--- config.mk ---
export PLATFORM = sky130hd
export DESIGN_NAME = controlador_disco
export DESIGN_NICKNAME = d
export VERILOG_FILES = /design/src/rtl/controlador_disco_pkg.sv /design/src/rtl/controlador_disco_verificador.sv /design/src/rtl/controlador_disco.sv
export SDC_FILE = /design/constraint.sdc
export NUM_CORES = 1
export LEC_CHECK = 0
export ABC_AREA = 1
export BUFFER_PORTS_ARGS = -buffer_cell sky130_fd_sc_hd__buf_4
export CAP_MARGIN = 40
export CORE_UTILIZATION = 41
export CTS_BUF_LIST = sky130_fd_sc_hd__clkbuf_16
export CTS_CLUSTER_SIZE = 12
export DETAILED_ROUTE_END_ITERATION = 7
export GPL_TIMING_DRIVEN = 0
export HOLD_SLACK_MARGIN = 0.12
export PLACE_DENSITY_LB_ADDON = 0.2
export SYNTH_ARGS = -nofsm -noshare
export SYNTH_HDL_FRONTEND = slang
export SYNTH_SLANG_ARGS = --single-unit
--- constraint.sdc ---
create_clock -name clock -period 4.4 [get_ports clock]
set_clock_uncertainty 0.1 [all_clocks]
set_input_delay 0.66 -clock clock [delete_from_list [all_inputs] [get_ports clock]]
set_output_delay 0.66 -clock clock [all_outputs]
set_load 0.01 [all_outputs]
--- src/rtl/controlador_disco_pkg.sv ---
// Shared CPU definitions: disk sequencer state encoding and disk opcodes.
package pkg_cpu;

  // Disk sequencer states
  typedef enum logic [2:0] {
    ST_IDLE    = 3'd0,
    ST_CHECK   = 3'd1,
    ST_REQ     = 3'd2,
    ST_RELEASE = 3'd3,
    ST_DONE    = 3'd4,
    ST_FAULT   = 3'd5
  } estado_disco_t;

  // Opcodes decoded by the control unit for the disk instructions
  localparam logic [5:0] OP_LDK = 6'b010110;
  localparam logic [5:0] OP_SDK = 6'b010111;

  // True for either disk opcode
  function automatic logic es_op_disco(input logic [5:0] op);
    return (op == OP_LDK) || (op == OP_SDK);
  endfunction

endpackage

--- src/rtl/controlador_disco_verificador.sv ---
// Combinational partition bounds checker; also reused by the data-memory MMU.
module verificador_particao #(
  parameter int ADDR_W = 16
) (
  input  logic              userMode,
  input  logic [ADDR_W-1:0] addr,
  input  logic [ADDR_W-1:0] partBase,
  input  logic [ADDR_W-1:0] partLimit,
  output logic              violation
);

  logic [ADDR_W:0] offset;

  // One extra bit on the offset: a borrow (addr below base) is always out of range
  always_comb begin
    offset    = {1'b0, addr} - {1'b0, partBase};
    violation = userMode && (offset[ADDR_W] || (offset[ADDR_W-1:0] >= partLimit));
  end

endmodule

--- src/rtl/controlador_disco.sv ---
// Disk port sequencer: stalls the pipeline and runs a 4-phase req/ack
// handshake with the external disk, bounds-checking user accesses.
module controlador_disco
  import pkg_cpu::*;
#(
  parameter int DATA_W  = 32,
  parameter int ADDR_W  = 16,
  parameter int TIMEOUT = 1023
) (
  input  logic              clock,
  input  logic              reset,
  input  logic              isDisk,
  input  logic              diskWrite,
  input  logic              userMode,
  input  logic [ADDR_W-1:0] addr,
  input  logic [DATA_W-1:0] wdata,
  input  logic [ADDR_W-1:0] partBase,
  input  logic [ADDR_W-1:0] partLimit,
  output logic              stall,
  output logic [DATA_W-1:0] rdata,
  output logic              rdataValid,
  output logic              fault,
  output logic              disk_req,
  output logic              disk_we,
  output logic [ADDR_W-1:0] disk_addr,
  output logic [DATA_W-1:0] disk_wdata,
  input  logic              disk_ack,
  input  logic [DATA_W-1:0] disk_rdata
);

  localparam int CNT_W = $clog2(TIMEOUT + 1);
  localparam logic [CNT_W-1:0] CNT_LAST = CNT_W'(TIMEOUT - 1);

  estado_disco_t state, state_next;
  logic [CNT_W-1:0] cnt;
  logic start, accept, violation;

  assign start = isDisk | diskWrite;

  // The latched address is checked; it equals addr while the instruction is held
  verificador_particao #(.ADDR_W(ADDR_W)) u_verificador (
    .userMode  (userMode),
    .addr      (disk_addr),
    .partBase  (partBase),
    .partLimit (partLimit),
    .violation (violation)
  );

  // State register
  always_ff @(posedge clock) begin
    if (reset) state <= ST_IDLE;
    else       state <= state_next;
  end

  // Next-state and handshake/pipeline outputs
  always_comb begin
    state_next = state;
    stall      = 1'b0;
    disk_req   = 1'b0;
    rdataValid = 1'b0;
    fault      = 1'b0;
    accept     = 1'b0;
    case (state)
      ST_IDLE: begin
        stall = start;
        if (isDisk && diskWrite) begin
          state_next = ST_FAULT;
        end else if (start && !disk_ack) begin
          accept     = 1'b1;
          state_next = ST_CHECK;
        end
      end
      ST_CHECK: begin
        stall      = 1'b1;
        state_next = violation ? ST_FAULT : ST_REQ;
      end
      ST_REQ: begin
        stall    = 1'b1;
        disk_req = 1'b1;
        if (disk_ack)              state_next = ST_RELEASE;
        else if (cnt == CNT_LAST)  state_next = ST_FAULT;
      end
      ST_RELEASE: begin
        stall = 1'b1;
        if (!disk_ack) state_next = ST_DONE;
      end
      ST_DONE: begin
        rdataValid = ~disk_we;
        state_next = ST_IDLE;
      end
      ST_FAULT: begin
        fault      = 1'b1;
        state_next = ST_IDLE;
      end
      default: state_next = ST_IDLE;
    endcase
  end

  // Request latches, REQ timeout counter and read-data capture
  always_ff @(posedge clock) begin
    if (reset) begin
      disk_we    <= 1'b0;
      disk_addr  <= '0;
      disk_wdata <= '0;
      cnt        <= '0;
      rdata      <= '0;
    end else begin
      if (accept) begin
        disk_we    <= ~isDisk;
        disk_addr  <= addr;
        disk_wdata <= wdata;
      end
      if (state == ST_REQ) cnt <= cnt + CNT_W'(1);
      else                 cnt <= '0;
      if (state == ST_REQ && disk_ack && !disk_we) rdata <= disk_rdata;
    end
  end

endmodule

==> run summary, run 1 <==
Num CTS Buffers -> 9
most common cell after layout, fill and taps aside -> buf_4
die area -> 0.01191 mm²
via count -> 4,874
mux share of post-synthesis cell area -> 0
largest family of logic cells by synthesized area -> simple AND/OR/NAND/NOR gates
FF-to-FF End -> state[0]
vias in the first global route -> 4,783
met2 Use GR -> 0.4052
Slew Viols, Final -> 0
Post-Place Cells -> 990
wire length per cell -> 13.33 µm
Final Util -> 0.6079
Hold Fails Final Rpt -> 0
XOR/XNOR Fraction of Synth Area -> 0.02979
DPL Wire Length -> 10,560 µm
Initial DRC Count -> 230
Synth Area in Adders -> 0.09468
GR Util met3 -> 0.06695
GR peak layer -> met2
Pleak -> 3.431 nW
top-area cell type share of the netlist area -> 0.4000
Area growth syn-to-layout -> 42.53%
Starting Density -> 0.4265
Net Count, Synth -> 801
first-pass GRT wire length -> 21,180 µm
GR Util met1 -> 0.2529
number of flops mapped to enable cells by yosys -> 0
largest fanout on the critical path -> 4
PD cells -> 408.6 mW/mm²
WL final -> 13,410 µm
Residual DRC -> 0
Worst-path clk slew -> 0.06 ns
CP required -> 4.57 ns
status -> completed
Placer Congestion -> 0.8202
Max Clk Rate -> 302.5 MHz
Synth async-reset ratio -> 0
CORE AREA -> 0.01103 mm²
hold path start -> rdata[21]
via/cell ratio -> 4.845
WP data arrival -> 3.48 ns
Syn Inst Count -> 648
clk_lat worst skew -> 0.34 ns
Slew Limit Headroom -> 0.6127
post_cts resized -> 0
Root Driver -> clkbuf_16
worst ir drop on vdd -> 0.2590 mV
layout cells sized above 1 -> 0.2748
Yosys cell types -> 36
Area contributors post-synth -> dfxtp_1, ha_1, nor2_1
R2R cell count -> 19
Avg Inst Size Synth -> 7.260 µm²
total gr overflow -> 0
ANT cells -> 0
most frequent cells in the layout -> buf_4, nor2_1, inv_1
drt pass-1 iters -> 4
min-delay worst type -> reg2reg
FF-to-FF setup slack -> 1.12 ns
max_cap viols -> 0
slew of the pin with the lowest slew margin -> 0.5809 ns
setup bufs post-CTS -> 0
area leader, netlist -> dfxtp_1
sequential share of the synthesized area -> 0.4000
Total GRT Usage -> 0.2283
Synth Register Bits -> 94
Hold Slack -> 0.3451 ns
# rows -> 38
Post-Route Setup TNS -> 0 ns
Post-Synth Simple-Gate Area -> 0.1987
CP Class -> in2reg
Reg-to-Reg Start -> disk_addr[0]
cts hold-fix bufs -> 0
Final min period -> 3.306 ns
setup violators final -> 0
RSZ-0062 raised after global routing -> no
io pins -> 203
Top FF cell, synth -> dfxtp_1
CTS tree -> yes
ANT nets after route -> 0
Die H -> 109.1 µm
clock buffer depth -> 2
Sinks on Clock Net -> 94
nature of the critical path endpoint -> flop
Synth Area in Compound Gates -> 0.1697
initial antenna violation count -> 0
I/O Buffers -> 202
Die Wd -> 109.1 µm
Yosys Warn Count -> 0
non-filler cells, final -> 1,006
Final Power -> 2.740 mW
worst hold stages -> 2
Cell Area, Synth -> 0.004705 mm²
hold path endpoint -> rdata[21]
crit share post-route -> 0.7514
Layout Nets -> 1,014
CTS H-tree depth -> 3
Critical Path Start Type -> input port
largest net degree at the start of global routing -> 15
filler cell count -> 1,053
[Yosys cell counts, types with 5 or more instances]
cell	count
inv_1	97
clkbuf_1	11
o21ai_1	24
ha_1	34
nor2_1	111
xnor2_1	8
o21ai_0	63
nor3_1	5
nand2_1	75
a21oi_1	60
buf_2	9
xor2_1	8
dfxtp_1	94
nand3_1	13
[worst max-delay path by stage]
stage          depth (start not counted)  slack [ns]       end        start
6_report                              19        1.09  state[0]  partBase[0]
3_5_place_dp                          20        0.77  state[1]  partBase[0]
4_1_cts                               19        1.10  state[0]  partBase[0]
3_3_place_gp                          20        0.77  state[1]  partBase[0]
2_1_floorplan                         19        1.19  state[1]  partBase[0]
5_1_grt                               19        0.80  state[0]  partBase[0]
[per-stage QoR]
| stage | worst slack [ns] | instance area, µm² |
|---|---|---|
| 3_3_place_gp | 0.7749 | 6396 |
| 6_report | 1.094 | 6705 |
| 4_1_cts | 1.101 | 6705 |
| 2_1_floorplan | 1.185 | 4705 |
| 5_1_grt | 0.7974 | 6705 |
| 3_5_place_dp | 0.7671 | 6396 |
[sequential cells by signal (all words and copies together) (netlist names)]
| name | cells |
|---|---|
| disk_addr | 16 |
| state | 3 |
| cnt | 10 |
| rdata | 32 |
| disk_wdata | 32 |
| disk_we | 1 |
[cells by family (layout without fill, tap and decap cells)]
family | count (synthesis) | in the layout
and+or+nand+nor | 222 | 222
AOI/OAI and AO/OA | 156 | 156
buffers and inverters | 125 | 343
DFF | 94 | 94
adders and majority gates | 35 | 35
xor gates and xnor gates | 16 | 16
[power breakdown]
group	total, mW	switching [mW]	internal [mW]
Combinational	0.897	0.485	0.412
Clock	0.814	0.323	0.491
Sequential	1.03	0.0739	0.954
Total	2.74	0.882	1.86
[critical path, cell delays in order]
cell	delay, ns
buf_4	0.11
ha_1	0.20
fa_1	0.40
nand3b_1	0.17
nand2_1	0.12
nand2_1	0.07
nand2_1	0.16
a31oi_1	0.15
o21bai_1	0.18
xor2_1	0.09
ha_1	0.28
nand2_1	0.08
nor4_1	0.27
nand2_1	0.08
nand3_1	0.10
nand3_1	0.10
nand2_1	0.07
nand2_1	0.05
a21oi_1	0.12
[per-layer routing]
| metal | vias up | routed length [µm] |
|---|---|---|
| li1 | 2495 | - |
| met1 | 2196 | 5536 |
| met2 | 162 | 6504 |
| met3 | 21 | 1059 |
| met4 | 0 | 306 |
| met5 | - | 0 |
[area by class of cell]
class	count	area (µm²)	area share
tap	140	175.2	0.02612
inverter	100	375.4	0.05598
timing repair buffer	202	1516	0.2262
sequential	94	1882	0.2806
clock inverter	7	83.83	0.01250
buffer	25	128.9	0.01922
multi-input combinational	429	2318	0.3458
clock buffer	9	225.2	0.03359
(Power assumes the default switching activity.)
==> inputs of run 2 (changes only) <==
==> constraint.sdc (replaced) <==
create_clock -name clock -period 2.8 [get_ports clock]
set_clock_uncertainty 0.1 [all_clocks]
set_input_delay 0.42 -clock clock [delete_from_list [all_inputs] [get_ports clock]]
set_output_delay 0.42 -clock clock [all_outputs]
set_load 0.01 [all_outputs]
==> run summary, run 2 (same netlist as run 1, synthesis figures left out) <==
Post-Route Setup TNS -> -0.3935 ns
CTS H-tree depth -> 3
WL final -> 13,820 µm
FF-to-FF setup slack -> -0.16 ns
slew of the pin with the lowest slew margin -> 0.6308 ns
wire length per cell -> 13.60 µm
vias in the first global route -> 4,896
most common cell after layout, fill and taps aside -> buf_4
via/cell ratio -> 4.812
Worst-path clk slew -> 0.07 ns
first-pass GRT wire length -> 21,690 µm
sw frac -> 0.3365
FF-to-FF End -> state[1]
CTS tree -> yes
Hold Slack -> 0.1454 ns
CORE AREA -> 0.01103 mm²
# rows -> 38
Final Power -> 4.370 mW
Internal Power -> 2.899 mW
Residual DRC -> 0
status -> finished, violations left
I/O Buffers -> 202
largest net degree at the start of global routing -> 16
cts hold-fix bufs -> 0
DPL Wire Length -> 10,770 µm
layout cells sized above 1 -> 0.3116
Critical Path Start Type -> flop
nature of the critical path endpoint -> flop
critical path's slowest cell -> fa_2
drt pass-1 iters -> 4
clk_lat worst skew -> 0.34 ns
Root Driver -> clkbuf_16
hold path start -> reset
crit share post-route -> 1.058
RSZ-0062 raised after global routing -> yes
Initial DRC Count -> 155
Logic pwr share -> 0.350
crit-path max cell delay -> 0.34 ns
Num CTS Buffers -> 9
critical-path cell list -> inv_2 > ha_4 > fa_2 > nand3b_1 > nand2_2 > nand2_2 > nand2_4 > a31oi_4 > buf_4 > xnor2_1 > ha_1 > nand2_1 > nor4_2 > nand2_1 > nand3_2 > nand2_1 > nand2_1 > o211ai_1 > nand2_1 > inv_1
io pins -> 203
largest fanout on the critical path -> 4
max_cap viols -> 0
Reg-to-Reg Start -> disk_addr[0]
ANT cells -> 0
Psw -> 1.471 mW
CP required -> 2.94 ns
ANT nets after route -> 0
min-delay worst type -> in2reg
setup ws final -> -0.1629 ns
biggest regs -> disk_wdata: 32 flops, rdata: 32 flops, disk_addr: 16 flops
CP most frequent cell -> nand2_1
R2R cell count -> 20
failing checks -> negative setup slack
Pleak -> 3.472 nW
Seq pwr share -> 0.371
CP Class -> reg2reg
initial antenna violation count -> 0
Clk pwr share -> 0.279
Final min period -> 2.963 ns
hold path endpoint -> state[2]
clock buffer depth -> 2
total gr overflow -> 0
Hold Fails Final Rpt -> 0
Total GRT Usage -> 0.2348
PD cells -> 634.5 mW/mm²
Sinks on Clock Net -> 94
Slew Limit Headroom -> 0.5795
Max Clk Rate -> 337.5 MHz
Starting Density -> 0.4265
worst ir drop on vdd -> 0.4154 mV
setup violators final -> 3
Die H -> 109.1 µm
Slew Viols, Final -> 0
Placer Congestion -> 0.8178
Die Wd -> 109.1 µm
Final Util -> 0.6243
Area growth syn-to-layout -> 46.38%
via count -> 4,889
most frequent cells in the layout -> buf_4, nor2_1, inv_1
Layout Nets -> 1,024
worst hold stages -> 2
die area -> 0.01191 mm²
WP data arrival -> 3.11 ns
run 2: cell count changes in the layout (fill, tap and decap cells not counted), sizes merged:
cell / delta
inv: -2
bufinv: -1
clkinv: +3
buf: +10
run 2: power by group through the flow:
stage | Combinational (mW) | Clock (mW) | Sequential (mW)
3_5_place_dp | 1.43 | 0 | 1.64
4_1_cts | 1.48 | 1.24 | 1.62
5_1_grt | 1.71 | 1.30 | 1.64
6_report | 1.53 | 1.22 | 1.62
3_3_place_gp | 1.39 | 0 | 1.63
2_1_floorplan | 0.781 | 0 | 1.69
run 2: critical path: cells and delay by family, from the launching register on:
family	cells	cell delay [ns]
AND/OR/NAND/NOR	11	1.14
buffers and inverters	3	0.23
flip-flops	1	0.33
adder cells (fa/ha/maj)	3	0.76
AO/OA/AOI/OAI	2	0.17
XOR/XNOR	1	0.12
run 2: how the worst max path moves through the flow:
stage | startpoint | slack, ns | depth (start not counted) | end
3_5_place_dp | partBase[2] | -0.53 | 20 | state[0]
2_1_floorplan | partBase[0] | -0.02 | 19 | state[1]
4_1_cts | disk_addr[0] | -0.12 | 20 | state[1]
3_3_place_gp | partBase[2] | -0.48 | 20 | state[0]
6_report | disk_addr[0] | -0.16 | 20 | state[1]
5_1_grt | disk_addr[0] | -0.32 | 20 | state[1]
run 2: metal layers:
metal / share of wire / GRT usage
met1: 0.41 / 0.2582
met2: 0.49 / 0.4169
met3: 0.073 / 0.06157
met4: 0.029 / 0.1129
met5: 0 / 0
run 2: cell type report:
class,instances,area [µm²]
multi-input cells,429,2441
plain buffers,25,128.9
clock inverters,7,65.06
clock buffers,9,225.2
repair buffers,212,1592
well taps,140,175.2
flip-flops and latches,94,1884
inverters,100,375.4
fillers,1006,4144
run 2: per-stage QoR:
step	instances	instance area [µm²]	worst slack, ns
3_3_place_gp	990	6430	-0.4819
3_5_place_dp	990	6430	-0.5334
4_1_cts	1012	6800	-0.1182
2_1_floorplan	648	4738	-0.02136
5_1_grt	1016	6887	-0.3209
6_report	1016	6887	-0.1629
run 2: what timing repair did:
item | CTS | global route
gates resized for setup | 10 | 10
pin swaps | 13 | 8
setup endpoints to repair | 3 | 3
buffers inserted | 6 | 4
==> inputs of run 3 (changes only) <==
--- a/config.mk
+++ b/config.mk
@@ -9,7 +9,7 @@
 export BUFFER_PORTS_ARGS = -buffer_cell sky130_fd_sc_hd__buf_4
 export CAP_MARGIN = 40
 export CORE_UTILIZATION = 41
-export CTS_BUF_LIST = sky130_fd_sc_hd__clkbuf_16
+export CTS_BUF_LIST = sky130_fd_sc_hd__clkbuf_8
 export CTS_CLUSTER_SIZE = 12
 export DETAILED_ROUTE_END_ITERATION = 7
 export GPL_TIMING_DRIVEN = 0
==> run summary, run 3 (same netlist as run 1, synthesis figures left out) <==
Final Util -> 0.6157
Starting Density -> 0.4265
Die Wd -> 109.1 µm
Critical Path Start Type -> flop
setup ws final -> -0.1643 ns
most common cell after layout, fill and taps aside -> buf_4
largest fanout on the critical path -> 4
Final min period -> 2.964 ns
Post-Route Setup TNS -> -0.3933 ns
WP data arrival -> 3.14 ns
drt pass-1 iters -> 6
Hold Slack -> 0.1449 ns
Root Driver -> clkbuf_8
CP required -> 2.98 ns
ANT cells -> 0
total gr overflow -> 0
Final Power -> 4.088 mW
Placer Congestion -> 0.8178
PD cells -> 601.9 mW/mm²
biggest regs -> disk_wdata: 32 flops, rdata: 32 flops, disk_addr: 16 flops
Area growth syn-to-layout -> 44.36%
Initial DRC Count -> 159
pre-CTS setup slack -> -0.5334 ns
setup violators final -> 3
max_cap viols -> 0
CTS tree -> yes
Hold Fails Final Rpt -> 0
WL final -> 13,770 µm
clk_lat worst skew -> 0.37 ns
Total GRT Usage -> 0.2338
min-delay worst type -> in2reg
slew of the pin with the lowest slew margin -> 0.6355 ns
largest net degree at the start of global routing -> 16
clock buffer depth -> 2
# rows -> 38
crit share post-route -> 1.059
failing checks -> negative setup slack
ANT nets after route -> 0
Sinks on Clock Net -> 94
io pins -> 203
Num CTS Buffers -> 9
layout cells sized above 1 -> 0.3128
Slew Viols, Final -> 0
Slew Limit Headroom -> 0.5764
via/cell ratio -> 4.822
most frequent cells in the layout -> buf_4, nor2_1, inv_1
initial antenna violation count -> 0
status -> finished, violations left
Die H -> 109.1 µm
Pleak -> 3.432 nW
wire length per cell -> 13.56 µm
die area -> 0.01191 mm²
worst ir drop on vdd -> 0.4203 mV
Worst-path clk slew -> 0.09 ns
CORE AREA -> 0.01103 mm²
DPL Wire Length -> 10,770 µm
via count -> 4,899
Layout Nets -> 1,024
RSZ-0062 raised after global routing -> yes
nature of the critical path endpoint -> flop
Residual DRC -> 0
Max Clk Rate -> 337.4 MHz
CTS H-tree depth -> 3
first-pass GRT wire length -> 21,530 µm
CP Class -> reg2reg
vias in the first global route -> 4,917
I/O Buffers -> 202
filler cell count -> 1,029
==> run 3: cell count changes in the layout (fill, tap and decap cells not counted) <==
cell | before | now
clkbuf_8 | 0 | 10
ha_4 | 4 | 3
nand2_2 | 4 | 5
clkbuf_16 | 9 | 0
a21oi_2 | 3 | 4
ha_1 | 30 | 31
buf_4 | 212 | 211
clkinv_1 | 1 | 0
dlygate4sd3_1 | 0 | 1
nand2_1 | 71 | 70
a21oi_1 | 57 | 56
==> run 3: path summary, 6_finish.rpt <==
kind / slack (ns) / depth (start not counted) / startpoint / endpoint
hold / removal: 0.14 / 2 / isDisk / disk_we
hold reg to reg: 0.35 / 2 / rdata[0] / rdata[0]
setup reg to reg: -0.16 / 20 / disk_addr[0] / state[1]
setup / recovery: -0.16 / 20 / disk_addr[0] / state[1]
==> run 3: cell type report <==
cell class,count,area [µm²],share of cell area
Buffer,25,128.9,0.01898
Sequential cell,94,1884,0.2775
Clock buffer,10,137.6,0.02027
Multi-Input combinational cell,429,2435,0.3585
Inverter,100,375.4,0.05527
Tap cell,140,175.2,0.02579
Clock inverter,6,61.31,0.009027
Timing Repair Buffer,212,1594,0.2347
==> run 3: power by group <==
group / switching, mW / internal, mW / total, mW
logic: 0.821 / 0.710 / 1.53
registers: 0.118 / 1.50 / 1.62
clock network: 0.504 / 0.436 / 0.940
total: 1.44 / 2.65 / 4.09
==> run 3: metrics by stage <==
step	cells	area, µm²
3_3_place_gp	990	6430
6_report	1016	6792
4_1_cts	1013	6719
3_5_place_dp	990	6430
5_1_grt	1016	6792
2_1_floorplan	648	4738
==> run 3: layer usage <==
metal,track usage,vias to the layer above,share of wire
met3,0.07950,36,0.080
met4,0.1129,0,0.034
li1,-,2510,-
met1,0.2518,2189,0.41
met2,0.4075,164,0.48
met5,0,-,0
==> run 3: worst max-delay path, cell delays in order (launching register included) <==
cell and delay [ns]:
dfxtp_2 0.34, inv_2 0.05, ha_4 0.15, fa_2 0.34
nand3b_1 0.18, nand2_2 0.10, nand2_2 0.07, nand2_4 0.09
a31oi_4 0.09, buf_4 0.14, xnor2_1 0.12, ha_1 0.30
nand2_2 0.06, nor4_2 0.22, nand2_1 0.09, nand3_2 0.11
nand2_1 0.06, nand2_1 0.06, o211ai_1 0.08, nand2_1 0.07
inv_1 0.04
==> run 3: what timing repair did <==
action,in CTS,in global routing
hold buffers,1,0
resized for setup,10,11
buffers inserted,6,3
cloned,0,0
pin swaps,13,8
endpoints found under the setup margin,3,3
hold endpoints to repair,2,0
